[config.mk]
export PLATFORM = sky130hd
export DESIGN_NAME = button_debounce
export DESIGN_NICKNAME = d
export VERILOG_FILES = /design/src/rtl/button_debounce.sv
export SDC_FILE = /design/constraint.sdc
export NUM_CORES = 1
export LEC_CHECK = 0
export BUFFER_PORTS_ARGS = -buffer_cell sky130_fd_sc_hd__buf_2
export CORE_MARGIN = 2
export CORE_UTILIZATION = 50
export DETAILED_ROUTE_END_ITERATION = 12
export PLACE_DENSITY = 0.73
export SLEW_MARGIN = 20
export SYNTH_ARGS = -nofsm -noshare
export SYNTH_HDL_FRONTEND = slang
export SYNTH_SLANG_ARGS = --single-unit
[constraint.sdc]
create_clock -name clk -period 2.5 [get_ports clk]
set_clock_uncertainty 0.1 [all_clocks]
set_input_delay 0.125 -clock clk [delete_from_list [all_inputs] [get_ports clk]]
set_output_delay 0.125 -clock clk [all_outputs]
set_load 0.005 [all_outputs]
[src/rtl/button_debounce.sv]
// ----------------------------------------------------------------------------
// button_debounce
//
// Conditioning stage for a raw active-low pushbutton. The button is brought
// into the clk domain through a two-flop synchroniser, debounced by requiring
// DEBOUNCE_CYCLES consecutive stable samples, and each accepted press is then
// classified as short or long (held for LONG_CYCLES).
//
// Ports
//   clk           : system clock, all logic on posedge
//   rst           : asynchronous active-low reset
//   btn_n         : raw pushbutton, 0 = pressed, asynchronous and bouncy
//   btn_level     : debounced level, 1 = pressed
//   press_pulse   : one-cycle pulse on confirmed press
//   release_pulse : one-cycle pulse on confirmed release
//   long_pulse    : one-cycle pulse when the hold reaches LONG_CYCLES
//   toggle_state  : flips on each short press at release, cleared by a long
//                   press
// ----------------------------------------------------------------------------
module button_debounce #(
    parameter int DEBOUNCE_CYCLES = 20000,
    parameter int LONG_CYCLES     = 4000000,
    parameter int CNT_W           = 32
) (
    input  logic clk,
    input  logic rst,
    input  logic btn_n,
    output logic btn_level,
    output logic press_pulse,
    output logic release_pulse,
    output logic long_pulse,
    output logic toggle_state
);

    typedef enum logic [1:0] {
        ST_IDLE         = 2'd0,
        ST_PRESS_WAIT   = 2'd1,
        ST_PRESSED      = 2'd2,
        ST_RELEASE_WAIT = 2'd3
    } state_t;

    localparam logic [CNT_W-1:0] DEB_LAST  = CNT_W'(DEBOUNCE_CYCLES - 1);
    localparam logic [CNT_W-1:0] LONG_LAST = CNT_W'(LONG_CYCLES - 1);
    localparam logic [CNT_W-1:0] CNT_ZERO  = {CNT_W{1'b0}};
    localparam logic [CNT_W-1:0] CNT_ONE   = {{(CNT_W-1){1'b0}}, 1'b1};

    logic             r_sync1;
    logic             r_sync2;
    logic             w_s;

    state_t           r_state;
    state_t           w_state_nxt;
    logic [CNT_W-1:0] r_dcnt;
    logic [CNT_W-1:0] w_dcnt_nxt;
    logic [CNT_W-1:0] r_hcnt;
    logic [CNT_W-1:0] w_hcnt_nxt;
    logic             r_long_seen;
    logic             w_long_seen_nxt;
    logic             r_btn_level;
    logic             w_btn_level_nxt;
    logic             r_press_pulse;
    logic             w_press_pulse_nxt;
    logic             r_release_pulse;
    logic             w_release_pulse_nxt;
    logic             r_long_pulse;
    logic             w_long_pulse_nxt;
    logic             r_toggle_state;
    logic             w_toggle_state_nxt;

    // Two-flop synchroniser; idles at 1 (button released).
    always_ff @(posedge clk or negedge rst) begin
        if (!rst) begin
            r_sync1 <= 1'b1;
            r_sync2 <= 1'b1;
        end else begin
            r_sync1 <= btn_n;
            r_sync2 <= r_sync1;
        end
    end

    assign w_s = r_sync2;

    // FSM state, counters and registered outputs.
    always_ff @(posedge clk or negedge rst) begin
        if (!rst) begin
            r_state         <= ST_IDLE;
            r_dcnt          <= CNT_ZERO;
            r_hcnt          <= CNT_ZERO;
            r_long_seen     <= 1'b0;
            r_btn_level     <= 1'b0;
            r_press_pulse   <= 1'b0;
            r_release_pulse <= 1'b0;
            r_long_pulse    <= 1'b0;
            r_toggle_state  <= 1'b0;
        end else begin
            r_state         <= w_state_nxt;
            r_dcnt          <= w_dcnt_nxt;
            r_hcnt          <= w_hcnt_nxt;
            r_long_seen     <= w_long_seen_nxt;
            r_btn_level     <= w_btn_level_nxt;
            r_press_pulse   <= w_press_pulse_nxt;
            r_release_pulse <= w_release_pulse_nxt;
            r_long_pulse    <= w_long_pulse_nxt;
            r_toggle_state  <= w_toggle_state_nxt;
        end
    end

    // Next-state and next-output logic; pulses default low every cycle.
    always_comb begin
        w_state_nxt         = r_state;
        w_dcnt_nxt          = r_dcnt;
        w_hcnt_nxt          = r_hcnt;
        w_long_seen_nxt     = r_long_seen;
        w_btn_level_nxt     = r_btn_level;
        w_press_pulse_nxt   = 1'b0;
        w_release_pulse_nxt = 1'b0;
        w_long_pulse_nxt    = 1'b0;
        w_toggle_state_nxt  = r_toggle_state;

        case (r_state)
            ST_IDLE: begin
                // The sample that triggers the transition is itself the first
                // stable sample, so the count starts at one. This makes the
                // press confirm DEBOUNCE_CYCLES samples after s first goes low.
                if (!w_s) begin
                    w_state_nxt = ST_PRESS_WAIT;
                    w_dcnt_nxt  = CNT_ONE;
                end else begin
                    w_dcnt_nxt  = CNT_ZERO;
                end
            end

            ST_PRESS_WAIT: begin
                if (w_s) begin
                    w_state_nxt = ST_IDLE;
                    w_dcnt_nxt  = CNT_ZERO;
                end else if (r_dcnt == DEB_LAST) begin
                    w_state_nxt       = ST_PRESSED;
                    w_btn_level_nxt   = 1'b1;
                    w_press_pulse_nxt = 1'b1;
                    w_hcnt_nxt        = CNT_ZERO;
                    w_long_seen_nxt   = 1'b0;
                end else begin
                    w_dcnt_nxt = r_dcnt + CNT_ONE;
                end
            end

            ST_PRESSED: begin
                if (w_s) begin
                    // Same first-sample counting as on the press side keeps
                    // release latency symmetric. hcnt is left frozen.
                    w_state_nxt = ST_RELEASE_WAIT;
                    w_dcnt_nxt  = CNT_ONE;
                end else if ((r_hcnt == LONG_LAST) && !r_long_seen) begin
                    w_long_pulse_nxt   = 1'b1;
                    w_long_seen_nxt    = 1'b1;
                    w_toggle_state_nxt = 1'b0;
                end else if (r_hcnt < LONG_LAST) begin
                    w_hcnt_nxt = r_hcnt + CNT_ONE;
                end else begin
                    w_hcnt_nxt = r_hcnt;
                end
            end

            ST_RELEASE_WAIT: begin
                if (!w_s) begin
                    w_state_nxt = ST_PRESSED;
                end else if (r_dcnt == DEB_LAST) begin
                    w_state_nxt         = ST_IDLE;
                    w_btn_level_nxt     = 1'b0;
                    w_release_pulse_nxt = 1'b1;
                    if (!r_long_seen) begin
                        w_toggle_state_nxt = ~r_toggle_state;
                    end else begin
                        w_toggle_state_nxt = r_toggle_state;
                    end
                end else begin
                    w_dcnt_nxt = r_dcnt + CNT_ONE;
                end
            end

            default: begin
                w_state_nxt = ST_IDLE;
                w_dcnt_nxt  = CNT_ZERO;
            end
        endcase
    end

    assign btn_level     = r_btn_level;
    assign press_pulse   = r_press_pulse;
    assign release_pulse = r_release_pulse;
    assign long_pulse    = r_long_pulse;
    assign toggle_state  = r_toggle_state;

endmodule

==> qor.yml <==
timing:
  rsz0062_at_grt: "false"
  maxSlewViolCount: 0
  hold_viol: 0
  timing.fmax_mhz: 441.7
  maxSlewHeadroom_pct: 39.63
  post-route-period-util_pct: 90.55
  setup_viol: 0
  post-route-min-period_ps: 2264
  tightest_slew_ps: 905.5
  tns_ps: 0
  whs_ps: 278.1
yosys:
  synth_compound_area_share_pct: 16.04
  async_flop_share_pct: 100.0
  yosysUniqueCellTypes: 55
  synth-edff-count: 0
  synth_fp_nets: 424
  yosysTopAreaCellShare_pct: 45.83
  synth_ff_type: "dfrtp_1"
  synth_top_family_by_area: "simple AND/OR/NAND/NOR gates"
  ys_seq_elements: 74
  ys_warn_count: 0
  synth_mux_area_share_pct: 2.101
  synth_top_cell_by_area: "dfrtp_1"
  synth_fa_ha_area_share_pct: 0.6365
  synth-seq-area-share_pct: 47.17
  synth_area_um2: 3931
  synth_area_leaders: "dfrtp_1 (46%), a21oi_1 (4.8%), nand3_1 (3.9%)"
  synthXorXnorAreaFrac_pct: 1.560
  yosys.area_share.simple_pct: 28.96
  postSynthAreaPerCell_um2: 9.383
  synth_cells: 419
cells_and_area:
  fin_nets: 440
  antenna_cells: 0
  drive_gt1_share_pct: 11.59
  final_common_cell: "dfrtp_1"
  areaGrowthSynthToFinish_pct: 10.92
  fin_area_um2: 4360
  n_fill_cell: 680
  utilization_pct: 56.72
  layout_common_cells: "dfrtp_1 (72), a21oi_1 (37), nand2_1 (35)"
cts:
  clock_latency_ps: 360
  cts_root_buffer: "clkbuf_8"
  cts_tree: "built"
  post_cts_buffers: 0
  cts_max_level: 3
  clock_path_buffers: 2
  clock-sinks: 74
  cts.clk_slew.worst_paths_ps: 80
  cts_inserted_buffers: 9
drt:
  ant_nets: 0
  drtIter0Drc: 244
  drt-pass1-iter-count: 5
  drt_wl_total_um: 8628
  vias_per_cell: 6.081
  drc: 0
  routedWlPerCell_um: 15.92
  vias: 3296
hold_path:
  hp-class: "reg2reg"
global_route:
  antenna_found_initial: 0
  grt_pass1_vias: 3127
  gr-total-overflow: 0
  grt_max_degree: 75
  grt_pass1_wl_um: 14900
  grt_usage_pct: 21.93
floorplan:
  io_pins: 8
  start_util_pct: 51.14
  core.rowCount: 32
  core_area_um2: 7687
  die_x_um: 92.67
  die_h_um: 92.67
  dieArea_um2: 8588
place:
  port_buffers: 7
  gp_congestion: 0.8811
  place_area_um2: 4109
  dp_hpwl_um: 5894
power_and_ir_drop:
  p_leak_uw: 0.001820
  ir_drop_mv: 0.3625
  power.density_nw_per_um2: 532.1
critical_path:
  crit_path_start_kind: "flip-flop"
  crit_arrival_ps: 2450
  crit_type: "reg2reg"
  cp-end-kind: "flip-flop"
  required_ps: 2690
  worstPathMaxFanout: 9
status:
  status: "complete, no violations"
flow_run:
  drv_cap: 0
## synthesized netlist by cell type, types with 3 or more instances
cell type,instances
a21o_1,3
a21oi_1,38
a31oi_1,6
and2_1,12
and3_1,9
and4_1,5
buf_2,5
buf_6,4
clkbuf_1,7
dfrtp_1,72
inv_1,10
mux2i_1,6
nand2_1,35
nand2b_1,3
nand3_1,31
nand4_1,12
nor2_1,24
nor2b_1,8
nor3_1,9
nor4_1,12
o21a_1,3
o21ai_0,23
o31ai_1,10
or3_1,14
or4_1,12
xor2_1,6
## final cells by class
class | count | area [um^2] | share of cell area [%]
Clock buffer | 9 | 123.9 | 2.841
Tap cell | 102 | 127.6 | 2.927
Multi-Input combinational cell | 318 | 1948 | 44.68
Clock inverter | 7 | 101.3 | 2.324
Timing Repair Buffer | 22 | 167.7 | 3.845
Inverter | 10 | 37.54 | 0.8608
Sequential cell | 74 | 1854 | 42.53
## final timing paths
kind	start	to	slack (ps)	depth (start not counted)
worst min-delay path	r_sync1$_DFF_PN1_	r_sync2$_DFF_PN1_	280	0
max in group asynchronous	rst	r_hcnt[14]$_DFFE_PN0P_	1380	2
min in group asynchronous	rst	r_dcnt[20]$_DFFE_PN0P_	320	2
worst min register to register	r_sync1$_DFF_PN1_	r_sync2$_DFF_PN1_	280	0
worst max register to register	r_hcnt[14]$_DFFE_PN0P_	r_hcnt[20]$_DFFE_PN0P_	240	5
worst max-delay path	r_hcnt[14]$_DFFE_PN0P_	r_hcnt[20]$_DFFE_PN0P_	240	5
## metrics by stage
stage / setup slack (ps) / power (uW) / std cells
after CTS: 116.3 / 2343 / 542
after global placement: 289.6 / 1282 / 524
after floorplan: 333.3 / 1249 / 419
final: 236.1 / 2320 / 542
after global routing: 59.35 / 2406 / 542
after detailed placement: 183.1 / 1283 / 524
## kinds of logic (layout without fill, tap and decap cells)
family,count (synthesis),after routing
adder cells (fa/ha/maj),2,2
XOR/XNOR,7,7
AND/OR/NAND/NOR,199,199
flip-flops,74,74
buffers and inverters,27,48
AO/OA/AOI/OAI,102,102
multiplexers,8,8
## critical path: stages (launching register included)
cell	delay [ps]
dfrtp_1	420
or4_1	550
o211ai_2	250
o211ai_2	190
or4_1	540
a21oi_1	150
## power by group
| group | total, uW | internal (uW) | switching, uW |
|---|---|---|---|
| logic | 52.7 | 12.2 | 40.4 |
| registers | 1210 | 1200 | 4.91 |
| clock network | 1060 | 570 | 491 |
## state kept, by name, indices dropped and copies added, names as in the netlist, named ones only
signal	cells
r_hcnt	32
r_sync1	1
press_pulse	1
long_pulse	1
r_long_seen	1
r_state	1
r_dcnt	32
toggle_state	1
r_sync2	1
btn_level	1
release_pulse	1
## repair_timing
item,CTS,global route
resized for setup,0,2
hold buffers,2,0
endpoints found under the setup margin,0,5
hold endpoints to repair,73,0
## routing by layer
layer  up-vias  GRT usage [%]  share of wire [%]
met5         -              0                  0
li1       1603              -                  -
met4         0          8.456                1.8
met3        16          4.231                4.2
met2        81          34.37                 47
met1      1596          30.34                 47
Note: power is estimated with default switching activity, not from simulation.
